[src/rtl/seg7_display_ctrl.sv]
// seg7_display_ctrl -- N-digit seven-segment display controller.
//
// Holds one 5-bit value per digit ({blank, hex}), decodes it to segments and
// adds per-digit blink, rotating scroll and an optional leading-zero blanking
// stage. Commands arrive over a valid/ready write port; "clear all" runs a
// short FSM that blanks one digit per cycle.
//
// Ports:
//   CLOCK_50  system clock
//   reset     asynchronous reset, active-high
//   wr_valid  command valid; wr_ready high while the controller is idle
//   wr_cmd    00 write digit, 01 set blink mask, 10 set mode, 11 clear all
//   wr_addr   digit index for cmd 00 (indices >= NUM_DIGITS are ignored)
//   wr_data   cmd 00: [4]=blank,[3:0]=hex; cmd 01: mask; cmd 10: [0]=scroll
//   hex_out   registered segments, digit i at [7i+6:7i], bit0=a .. bit6=g
//
// Optional feature: define SEG7_LZB_EN for leading-zero blanking.

// Per-position decoder: hex font, blanking and output polarity.
module seg7_lane #(
    parameter int ACTIVE_LOW = 1
) (
    input  logic [4:0] val,
    input  logic       dark,
    output logic [6:0] seg
);
    logic [6:0] lit;

    always_comb begin
        case (val[3:0])
            4'h0: lit = 7'h3F;
            4'h1: lit = 7'h06;
            4'h2: lit = 7'h5B;
            4'h3: lit = 7'h4F;
            4'h4: lit = 7'h66;
            4'h5: lit = 7'h6D;
            4'h6: lit = 7'h7D;
            4'h7: lit = 7'h07;
            4'h8: lit = 7'h7F;
            4'h9: lit = 7'h6F;
            4'hA: lit = 7'h77;
            4'hB: lit = 7'h7C;
            4'hC: lit = 7'h39;
            4'hD: lit = 7'h5E;
            4'hE: lit = 7'h79;
            default: lit = 7'h71;
        endcase
        if (val[4] || dark) lit = 7'h00;
        seg = (ACTIVE_LOW != 0) ? ~lit : lit;
    end
endmodule

module seg7_display_ctrl #(
    parameter int NUM_DIGITS = 8,
    parameter int BLINK_DIV  = 25000000,
    parameter int SCROLL_DIV = 12500000,
    parameter int ACTIVE_LOW = 1
) (
    input  logic                    CLOCK_50,
    input  logic                    reset,
    input  logic                    wr_valid,
    output logic                    wr_ready,
    input  logic [1:0]              wr_cmd,
    input  logic [3:0]              wr_addr,
    input  logic [15:0]             wr_data,
    output logic [7*NUM_DIGITS-1:0] hex_out
);
    localparam int OW = $clog2(NUM_DIGITS);
    localparam int BW = $clog2(BLINK_DIV);
    localparam int SW = $clog2(SCROLL_DIV);
    localparam logic [4:0] BLANK = 5'h10;

    typedef enum logic {IDLE, CLEAR} state_t;

    state_t                             state_q, state_d;
    logic [NUM_DIGITS-1:0][4:0]         digit_q, digit_d;
    logic [NUM_DIGITS-1:0]              mask_q, mask_d;
    logic                               scroll_q, scroll_d;
    logic [OW-1:0]                      offset_q, offset_d;
    logic [OW-1:0]                      clr_idx_q, clr_idx_d;
    logic                               phase_q, phase_d;
    logic [BW-1:0]                      blink_cnt_q, blink_cnt_d;
    logic [SW-1:0]                      scroll_cnt_q, scroll_cnt_d;
    logic [7*NUM_DIGITS-1:0]            hex_q, hex_d;

    logic                               accept;
    logic [NUM_DIGITS-1:0][4:0]         mapped;
    logic [NUM_DIGITS-1:0]              lzb_dark;
    logic [NUM_DIGITS-1:0]              lane_dark;
    logic [NUM_DIGITS-1:0][6:0]         seg_w;
    logic                               unused_wr_data;

    assign unused_wr_data = ^wr_data;
    assign accept         = wr_valid && wr_ready;

    // FSM: state register
    always_ff @(posedge CLOCK_50 or posedge reset) begin
        if (reset) state_q <= IDLE;
        else       state_q <= state_d;
    end

    // FSM: next state
    always_comb begin
        state_d = state_q;
        case (state_q)
            IDLE:    if (accept && wr_cmd == 2'b11) state_d = CLEAR;
            CLEAR:   if (clr_idx_q == OW'(NUM_DIGITS - 1)) state_d = IDLE;
            default: state_d = IDLE;
        endcase
    end

    // FSM: outputs
    always_comb begin
        wr_ready = (state_q == IDLE);
    end

    // Datapath next state. Command handling comes after the scroll step so
    // that disabling scroll forces the offset to 0 even on a wrap edge.
    always_comb begin
        digit_d      = digit_q;
        mask_d       = mask_q;
        scroll_d     = scroll_q;
        offset_d     = offset_q;
        clr_idx_d    = clr_idx_q;
        phase_d      = phase_q;
        blink_cnt_d  = blink_cnt_q + BW'(1);
        scroll_cnt_d = '0;

        if (blink_cnt_q == BW'(BLINK_DIV - 1)) begin
            blink_cnt_d = '0;
            phase_d     = ~phase_q;
        end

        if (scroll_q) begin
            scroll_cnt_d = scroll_cnt_q + SW'(1);
            if (scroll_cnt_q == SW'(SCROLL_DIV - 1)) begin
                scroll_cnt_d = '0;
                offset_d = (offset_q == OW'(NUM_DIGITS - 1)) ? '0 : offset_q + OW'(1);
            end
        end

        if (accept) begin
            case (wr_cmd)
                2'b00: begin
                    // no index matches an out-of-range address, so it is dropped
                    for (int i = 0; i < NUM_DIGITS; i++)
                        if (wr_addr == 4'(i)) digit_d[i] = wr_data[4:0];
                end
                2'b01: mask_d = wr_data[NUM_DIGITS-1:0];
                2'b10: begin
                    scroll_d = wr_data[0];
                    if (!wr_data[0]) offset_d = '0;
                end
                default: begin
                    clr_idx_d = '0;
                    mask_d    = '0;
                    scroll_d  = 1'b0;
                    offset_d  = '0;
                end
            endcase
        end

        if (state_q == CLEAR) begin
            for (int i = 0; i < NUM_DIGITS; i++)
                if (clr_idx_q == OW'(i)) digit_d[i] = BLANK;
            clr_idx_d = clr_idx_q + OW'(1);
        end
    end

    // Per-position scroll mapping, dark control and decode.
    for (genvar g = 0; g < NUM_DIGITS; g++) begin : g_lane
        logic [OW:0]   sum;
        logic [OW-1:0] src;
        assign sum = (OW+1)'(g) + {1'b0, offset_q};
        assign src = (sum >= (OW+1)'(NUM_DIGITS)) ? OW'(sum - (OW+1)'(NUM_DIGITS))
                                                  : sum[OW-1:0];
        assign mapped[g]    = digit_q[src];
        assign lane_dark[g] = (phase_q && mask_q[g]) || lzb_dark[g];

        seg7_lane #(.ACTIVE_LOW(ACTIVE_LOW)) u_lane (
            .val  (mapped[g]),
            .dark (lane_dark[g]),
            .seg  (seg_w[g])
        );
    end

`ifdef SEG7_LZB_EN
    // Walk down from the top position; the run of dark zeros ends at the first
    // value that is not a plain zero. Position 0 is never part of the run.
    logic lzb_run;
    always_comb begin
        lzb_dark = '0;
        lzb_run  = 1'b1;
        for (int i = NUM_DIGITS - 1; i > 0; i--) begin
            lzb_run     = lzb_run && (mapped[i] == 5'h00);
            lzb_dark[i] = lzb_run;
        end
    end
`else
    assign lzb_dark = '0;
`endif

    always_comb begin
        hex_d = seg_w;
    end

    always_ff @(posedge CLOCK_50 or posedge reset) begin
        if (reset) begin
            digit_q      <= {NUM_DIGITS{BLANK}};
            mask_q       <= '0;
            scroll_q     <= 1'b0;
            offset_q     <= '0;
            clr_idx_q    <= '0;
            phase_q      <= 1'b0;
            blink_cnt_q  <= '0;
            scroll_cnt_q <= '0;
            hex_q        <= (ACTIVE_LOW != 0) ? '1 : '0;
        end else begin
            digit_q      <= digit_d;
            mask_q       <= mask_d;
            scroll_q     <= scroll_d;
            offset_q     <= offset_d;
            clr_idx_q    <= clr_idx_d;
            phase_q      <= phase_d;
            blink_cnt_q  <= blink_cnt_d;
            scroll_cnt_q <= scroll_cnt_d;
            hex_q        <= hex_d;
        end
    end

    assign hex_out = hex_q;
endmodule

[config.mk]
export PLATFORM = sky130hd
export DESIGN_NAME = seg7_display_ctrl
export DESIGN_NICKNAME = d
export VERILOG_FILES = /design/src/rtl/seg7_display_ctrl.sv
export SDC_FILE = /design/constraint.sdc
export NUM_CORES = 1
export LEC_CHECK = 0
export CAP_MARGIN = 10
export CELL_PAD_IN_SITES_DETAIL_PLACEMENT = 1
export CELL_PAD_IN_SITES_GLOBAL_PLACEMENT = 1
export CORE_ASPECT_RATIO = 0.9
export CORE_MARGIN = 2
export CORE_UTILIZATION = 43
export DETAILED_ROUTE_END_ITERATION = 16
export PLACE_DENSITY_LB_ADDON = 0.12
export SLEW_MARGIN = 20
export SYNTH_ARGS = -nofsm -noshare
export SYNTH_HDL_FRONTEND = slang
export SYNTH_HIERARCHICAL = 1
export SYNTH_SLANG_ARGS = --single-unit
[constraint.sdc]
create_clock -name CLOCK_50 -period 5.7 [get_ports CLOCK_50]
set_input_delay 1.425 -clock CLOCK_50 [delete_from_list [all_inputs] [get_ports CLOCK_50]]
set_output_delay 1.425 -clock CLOCK_50 [all_outputs]
set_load 0.02 [all_outputs]
==> out/qor.txt, run 1 <==
============================================================================================
Category of the worst setup path capture point                                   output port
Number of antenna violations at the first check in global routing                          0
RSZ-0062 raised after global routing                                                   false
Clock tree sinks                                                                         162
Worst setup margin                                                                   1.99 ns
Area delta synth->final                                                                14.2%
Floorplan Core Area                                                               0.0235 mm2
Standard-cell row count                                                                   53
Setup CP Type                                                                     reg -> out
Number of max-slew violations in the final report                                          0
Total Power                                                                        0.00388 W
Overall overflow remaining after global route                                              0
Drt wl/cell                                                                          19.5 um
Most common library cell in the layout ignoring fill and taps                   sky130_fd_sc_hd__dfrtp_1
Sequential cell area fraction in the yosys report                                      40.0%
Clock Skew                                                                        0.00909 ns
Number of hold violations in the final report                                              0
Die Outline Area                                                                  0.0253 mm2
Netlist area before placement                                                     0.0103 mm2
Data required time at the worst endpoint                                             4.28 ns
Clk Latency, worst-skew pair                                                         0.43 ns
Maximum number of pins on one net before global-route repair                              94
Global-route usage over all layers                                                     21.4%
Violations in the final reports                                                          DRC
Count of flip-flops with a built-in enable after synthesis                                 0
Count of warnings emitted by yosys                                                         6
WHS                                                                                 0.470 ns
Leak                                                                                 4.63 nW
Largest voltage drop on the vdd net                                                 0.153 mV
Ys async rst share                                                                      100%
Period minus WS final                                                                3.71 ns
Most frequent cells in the layout                                               sky130_fd_sc_hd__dfrtp_1 (97), sky130_fd_sc_hd__nand2_1 (81), sky130_fd_sc_hd__clkdlybuf4s50_1 (73)
TritonCTS clock tree                                                                     yes
Number of nets with antenna violations after routing                                       0
Boundary Pins                                                                             82
Buffers added on ports                                                                    73
Routability-driven placement congestion ratio                                          0.776
Detailed Route WL                                                                    25.6 mm
Transition time of the tightest slew-check pin                                       1.03 ns
Fin crit share                                                                         65.2%
Complex-gate fraction of the synthesized area                                          9.44%
Maximum frequency from static timing analysis                                        269 MHz
Wire length of the first global-routing pass                                         43.0 mm
Share of final-layout standard cells stronger than drive strength 1                    19.9%
Class of the tightest hold or removal check                                       reg -> reg
Result of the run                                                               finished with violations
Ant. Diodes                                                                                0
Starting density of the core                                                           44.0%
Arrival time of the worst setup path                                                 2.29 ns
Vias in the first global route                                                          7851
Count of cells resized by post-cts repair                                                  0
Placed wire-length estimate after detailed placement                                 18.1 mm
Cell chosen for the clock root                                                  sky130_fd_sc_hd__clkbuf_16
Most used flip-flop cell after synthesis                                        sky130_fd_sc_hd__dfrtp_1
Clk slew on worst S/H paths                                                          0.06 ns
Critical Path Fanout Max                                                                  22
Post-detailed-route DRC marker count                                                       5
Yosys top cell area share                                                              23.7%
Adder-cell share of the synthesized area                                               7.27%
Level count of the clock H-tree                                                            4
Die span in x                                                                         167 um
Total number of vias                                                                    7611
Final number of setup-violating endpoints                                                  0
Max-slew headroom                                                                      31.3%
Synth unique cells                                                                        57
Count of mapped cells out of synthesis                                                   955
Post-layout util                                                                       50.2%
Multiplexer share of the synthesized area                                              18.9%
Via density per instance                                                                5.78
First DRT Iteration DRCs                                                                 477
Share of the synthesized netlist area taken by xor and xnor gates                      2.63%
Mean instance size in the synthesized netlist                                       10.8 um2
Clock buffer count from CTS                                                               17
Setup TNS                                                                               0 ns
# Max-Cap Violations                                                                       0
Total setup buffers inserted after CTS                                                     0
Number of nets in the final layout                                                      1086
Crit path launch type                                                                   flop
Post-Syn Nets                                                                           1040
Basic-gate share of the synthesized area counting and, or, nand and nor cells          17.6%
Pre-CTS setup slack                                                                  1.82 ns
Power density relative to cell area                                               329 mW/mm2
Die extent in y                                                                       151 um
Buffer levels on the longest clock path                                                    2
1st-pass router iterations                                                                11
Combinational family with the most area after synthesis                         multiplexers
Hold buffer count at CTS                                                                   0
Dominant cell type by area after synthesis                                      sky130_fd_sc_hd__dfrtp_1
Synthesized flop and latch total                                                         162
Cells taking the most area after synthesis                                      sky130_fd_sc_hd__dfrtp_1 (24%), sky130_fd_sc_hd__dfstp_2 (16%), sky130_fd_sc_hd__mux4_2 (9.6%)
============================================================================================
[path summary, 6_finish.rpt]
| check | slack, ns | from | endpoint | cells past startpoint |
|---|---|---|---|---|
| setup / recovery | 1.99 | state_q$_DFF_PP0_ | wr_ready | 2 |
| hold / removal | 0.47 | blink_cnt_q[0]$_DFF_PP0_ | blink_cnt_q[0]$_DFF_PP0_ | 1 |
| setup reg to reg | 2.51 | offset_q[0]$_DFF_PP0_ | hex_out[24]$_DFF_PP1_ | 9 |
| hold reg to reg | 0.47 | blink_cnt_q[0]$_DFF_PP0_ | blink_cnt_q[0]$_DFF_PP0_ | 1 |
| max in group asynchronous | 3.14 | reset | digit_q[4]$_DFF_PP1_ | 3 |
| min in group asynchronous | 1.54 | reset | blink_cnt_q[17]$_DFF_PP0_ | 2 |
[layout make-up]
cell class                      instances  area [um2]
Clock buffer                           22         454
Clock inverter                         10         126
Fill cell                            2535       11700
Inverter                               40         155
Multi-Input combinational cell        702        5770
Sequential cell                       162        4140
Tap cell                              302         378
Timing Repair Buffer                   78         768
[kinds of logic (layout without fill, tap and decap cells)]
family	count (synthesis)	after routing
AND/OR/NAND/NOR	335	335
flip-flops	162	162
AO/OA/AOI/OAI	141	141
multiplexers	135	135
buffers and inverters	91	150
adder cells (fa/ha/maj)	60	60
XOR/XNOR	31	31
[per-layer routing]
layer / track usage (%) / share of wire (%)
met1: 30.7 / 49
met2: 33.6 / 46
met3: 3.97 / 3.7
met4: 5.43 / 1.3
met5: 0 / 0
[critical path: stages (launching register included)]
cell and delay (ns):
sky130_fd_sc_hd__dfrtp_1 0.80, sky130_fd_sc_hd__clkinv_1 0.43, sky130_fd_sc_hd__clkdlybuf4s50_1 0.64
[through the flow]
stage	cell area, um2	instances
floorplan	10300	955
global placement	11200	1284
detailed placement	11200	1284
CTS	11800	1316
global route	11800	1316
finish	11800	1316
[where the power goes]
group	switching [W]	internal (W)
Sequential	0.000135	0.00141
Clock	0.000489	0.000663
Combinational	0.000670	0.000512
[synth_stat cells (all sizes together) (9+ instances only)]
cell / instances
dfrtp: 98
nand2: 81
nor2: 69
dfstp: 64
ha: 60
mux2i: 53
nand3: 45
mux4: 44
inv: 39
mux2: 38
o21ai: 33
buf: 28
a21oi: 27
nand2b: 24
clkbuf: 23
o211ai: 23
xor2: 22
o31ai: 16
nand4: 15
nor2b: 14
o311ai: 12
or4: 12
and2: 10
and3: 10
nand3b: 10
or3: 9
xnor2: 9
[registers in the layout, summed over array words and instances, names as in the netlist]
name	count
blink_cnt_q	25
clr_idx_q	3
digit_q	40
hex_out	56
mask_q	8
offset_q	3
phase_q	1
scroll_cnt_q	24
scroll_q	1
state_q	1
Note: power is estimated with default switching activity, not from simulation.
==> inputs of run 2 (changes only) <==
==> constraint.sdc (replaced) <==
create_clock -name CLOCK_50 -period 3 [get_ports CLOCK_50]
set_input_delay 0.75 -clock CLOCK_50 [delete_from_list [all_inputs] [get_ports CLOCK_50]]
set_output_delay 0.75 -clock CLOCK_50 [all_outputs]
set_load 0.02 [all_outputs]
==> out/qor.txt, run 2 (synthesized netlist as in run 1, its figures left out) <==
==================================================================================
Die Outline Area                                                        0.0253 mm2   unchanged
Largest stage delay on the critical path                                   0.44 ns   was 0.80 ns
Clock tree sinks                                                               162   unchanged
Clock Skew                                                               0.0132 ns   was 0.00909 ns
Power density relative to cell area                                     632 mW/mm2   was 329 mW/mm2
Die span in x                                                               167 um   unchanged
Largest voltage drop on the vdd net                                       0.317 mV   was 0.153 mV
Cell chosen for the clock root                                        sky130_fd_sc_hd__clkbuf_16   unchanged
Buffers added on ports                                                          73   unchanged
Placed wire-length estimate after detailed placement                       18.8 mm   was 18.1 mm
Standard-cell row count                                                         53   unchanged
Largest register FFs                                                            56   unchanged
Worst reg-to-reg setup slack                                               0.32 ns   was 2.51 ns
Via density per instance                                                      5.80   was 5.78
Max-slew headroom                                                            53.4%   was 31.3%
Number of hold violations in the final report                                    0   unchanged
Total number of vias                                                          7761   was 7611
Maximum number of pins on one net before global-route repair                    51   was 94
Number of cell instances on the worst register-to-register path                  9   unchanged
Hold Path Sink                                                        mask_q[4]$_DFFE_PP0P_   was blink_cnt_q[0]$_DFF_PP0_
TritonCTS clock tree                                                           yes   unchanged
Worst R2R Start                                                       offset_q[0]$_DFF_PP0_   unchanged
Clk slew on worst S/H paths                                                0.07 ns   was 0.06 ns
Class of the tightest hold or removal check                             reg -> reg   unchanged
Number of nets with antenna violations after routing                             0   unchanged
Category of the worst setup path capture point                                flop   was output port
Critical Path Fanout Max                                                        43   was 22
Routability-driven placement congestion ratio                                0.812   was 0.776
Detailed Route WL                                                          26.6 mm   was 25.6 mm
Number of nets in the final layout                                            1107   was 1086
Violations in the final reports                                                DRC   unchanged
Clk Latency, worst-skew pair                                               0.44 ns   was 0.43 ns
Critical-path top delay cell                                          sky130_fd_sc_hd__mux4_2   was sky130_fd_sc_hd__dfrtp_1
# Max-Cap Violations                                                             0   unchanged
Fin area                                                                0.0121 mm2   was 0.0118 mm2
Post-detailed-route DRC marker count                                             5   unchanged
Setup CP Type                                                           reg -> reg   was reg -> out
Level count of the clock H-tree                                                  4   unchanged
List of cells traversed by the critical path                          buf_12, ha_1, ha_1, mux2_2, inv_1, ha_1, inv_1, mux4_2, nand2b_1   was clkinv_1, clkdlybuf4s50_1
Area delta synth->final                                                      16.8%   was 14.2%
Total Power                                                              0.00763 W   was 0.00388 W
Boundary Pins                                                                   82   unchanged
Capture point of the worst reg-to-reg path                            hex_out[10]$_DFF_PP1_   was hex_out[24]$_DFF_PP1_
Floorplan Core Area                                                     0.0235 mm2   unchanged
Ant. Diodes                                                                      0   unchanged
Hold buffer count at CTS                                                         0   unchanged
Most common library cell in the layout ignoring fill and taps         sky130_fd_sc_hd__dfrtp_1   unchanged
Starting density of the core                                                 44.0%   unchanged
Leak                                                                       4.79 nW   was 4.63 nW
Final number of setup-violating endpoints                                        0   unchanged
Number of antenna violations at the first check in global routing                0   unchanged
Hold Path Stages                                                                 2   was 1
Crit path launch type                                                         flop   unchanged
Placed cell areas                                                       0.0114 mm2   was 0.0112 mm2
Transition time of the tightest slew-check pin                            0.697 ns   was 1.03 ns
Global-route usage over all layers                                           22.1%   was 21.4%
Maximum frequency from static timing analysis                              374 MHz
Clock buffer count from CTS                                                     17   unchanged
Result of the run                                                     finished with violations   unchanged
Vias in the first global route                                                8042   was 7851
RSZ-0062 raised after global routing                                         false   unchanged
Data required time at the worst endpoint                                   3.35 ns   was 4.28 ns
Overall overflow remaining after global route                                    0   unchanged
First DRT Iteration DRCs                                                       408   was 477
Arrival time of the worst setup path                                       3.02 ns   was 2.29 ns
Buffer levels on the longest clock path                                          2   unchanged
Share of final-layout standard cells stronger than drive strength 1          21.6%   was 19.9%
Fin crit share                                                               89.2%
Period minus WS final                                                      2.68 ns
Most frequent cells in the layout                                     sky130_fd_sc_hd__dfrtp_1 (97), sky130_fd_sc_hd__nand2_1 (81), sky130_fd_sc_hd__clkdlybuf4s50_1 (73)   unchanged
Top cell by count, worst path                                         sky130_fd_sc_hd__ha_1
1st-pass router iterations                                                      11   unchanged
Count of cells resized by post-cts repair                                        0   unchanged
Hold Crit Start                                                       mask_q[4]$_DFFE_PP0P_   was blink_cnt_q[0]$_DFF_PP0_
Setup TNS                                                                     0 ns   unchanged
Die extent in y                                                             151 um   unchanged
Drt wl/cell                                                                19.9 um   was 19.5 um
Wire length of the first global-routing pass                               44.0 mm   was 43.0 mm
Number of max-slew violations in the final report                                0   unchanged
Total setup buffers inserted after CTS                                           0   unchanged
==================================================================================
## run 2: changes by cell type in the layout (fill, tap and decap cells not counted), sizes merged
cell      delta
inv          -2
clkinvlp     -2
clkbuf       +4
buf         +21
## run 2: worst max-delay path by stage
stage | from | to | slack (ns) | cells past startpoint
after floorplan | offset_q[0]$_DFF_PP0_ | hex_out[24]$_DFF_PP1_ | 0.02 | 12
after global placement | wr_cmd[1] | digit_q[4]$_DFF_PP1_ | 0.14 | 5
after detailed placement | wr_cmd[1] | digit_q[4]$_DFF_PP1_ | 0.10 | 5
after CTS | offset_q[0]$_DFF_PP0_ | hex_out[10]$_DFF_PP1_ | 0.33 | 9
after global routing | offset_q[0]$_DFF_PP0_ | hex_out[10]$_DFF_PP1_ | 0.20 | 9
final | offset_q[0]$_DFF_PP0_ | hex_out[10]$_DFF_PP1_ | 0.32 | 9
## run 2: critical path, delay by kind of cell (launching register included)
kind                       cells  cell delay (ns)
adders and majority gates      3             0.77
buffers and inverters          3             0.39
DFF                            1             0.42
muxes                          2             0.84
and+or+nand+nor                1             0.15
## run 2: per-layer routing
layer  global-route usage, %  wire length, um
met1                    30.8            12800
met2                    36.3            12500
met3                    4.18             1060
met4                    4.39              189
met5                       0                0
## run 2: where the power goes
group          switching [W]  internal (W)  leakage (nW)  total [W]
Sequential          0.000238       0.00268          2.01    0.00292
Clock               0.000916       0.00143         0.311    0.00234
Combinational        0.00132       0.00105          2.47    0.00236
## run 2: final cells by class
class	instances	area [um2]
Tap cell	302	378
Inverter	40	154
Clock inverter	6	87.6
Fill cell	2549	11400
Clock buffer	26	543
Timing Repair Buffer	99	988
Sequential cell	162	4140
Multi-Input combinational cell	702	5780
## run 2: through the flow
| stage | hold slack, ns | setup WS (ns) | util [%] | std cells |
|---|---|---|---|---|
| after global routing | 0.505 | 0.198 | 51.4 | 1337 |
| final | 0.469 | 0.323 | 51.4 | 1337 |
| after global placement | 0.445 | 0.136 | 48.7 | 1305 |
| after floorplan | 0.424 | 0.0221 | - | 955 |
| after detailed placement | 0.460 | 0.103 | 48.7 | 1305 |
| after CTS | 0.474 | 0.331 | 51.4 | 1337 |
==> inputs of run 3 (changes only) <==
--- a/config.mk
+++ b/config.mk
@@ -13,7 +13,6 @@
 export CORE_UTILIZATION = 43
 export DETAILED_ROUTE_END_ITERATION = 16
 export PLACE_DENSITY_LB_ADDON = 0.12
-export SLEW_MARGIN = 20
 export SYNTH_ARGS = -nofsm -noshare
 export SYNTH_HDL_FRONTEND = slang
 export SYNTH_HIERARCHICAL = 1
==> results of run 3 <==
Final layout, timing and power as in run 2 (identical DEF).
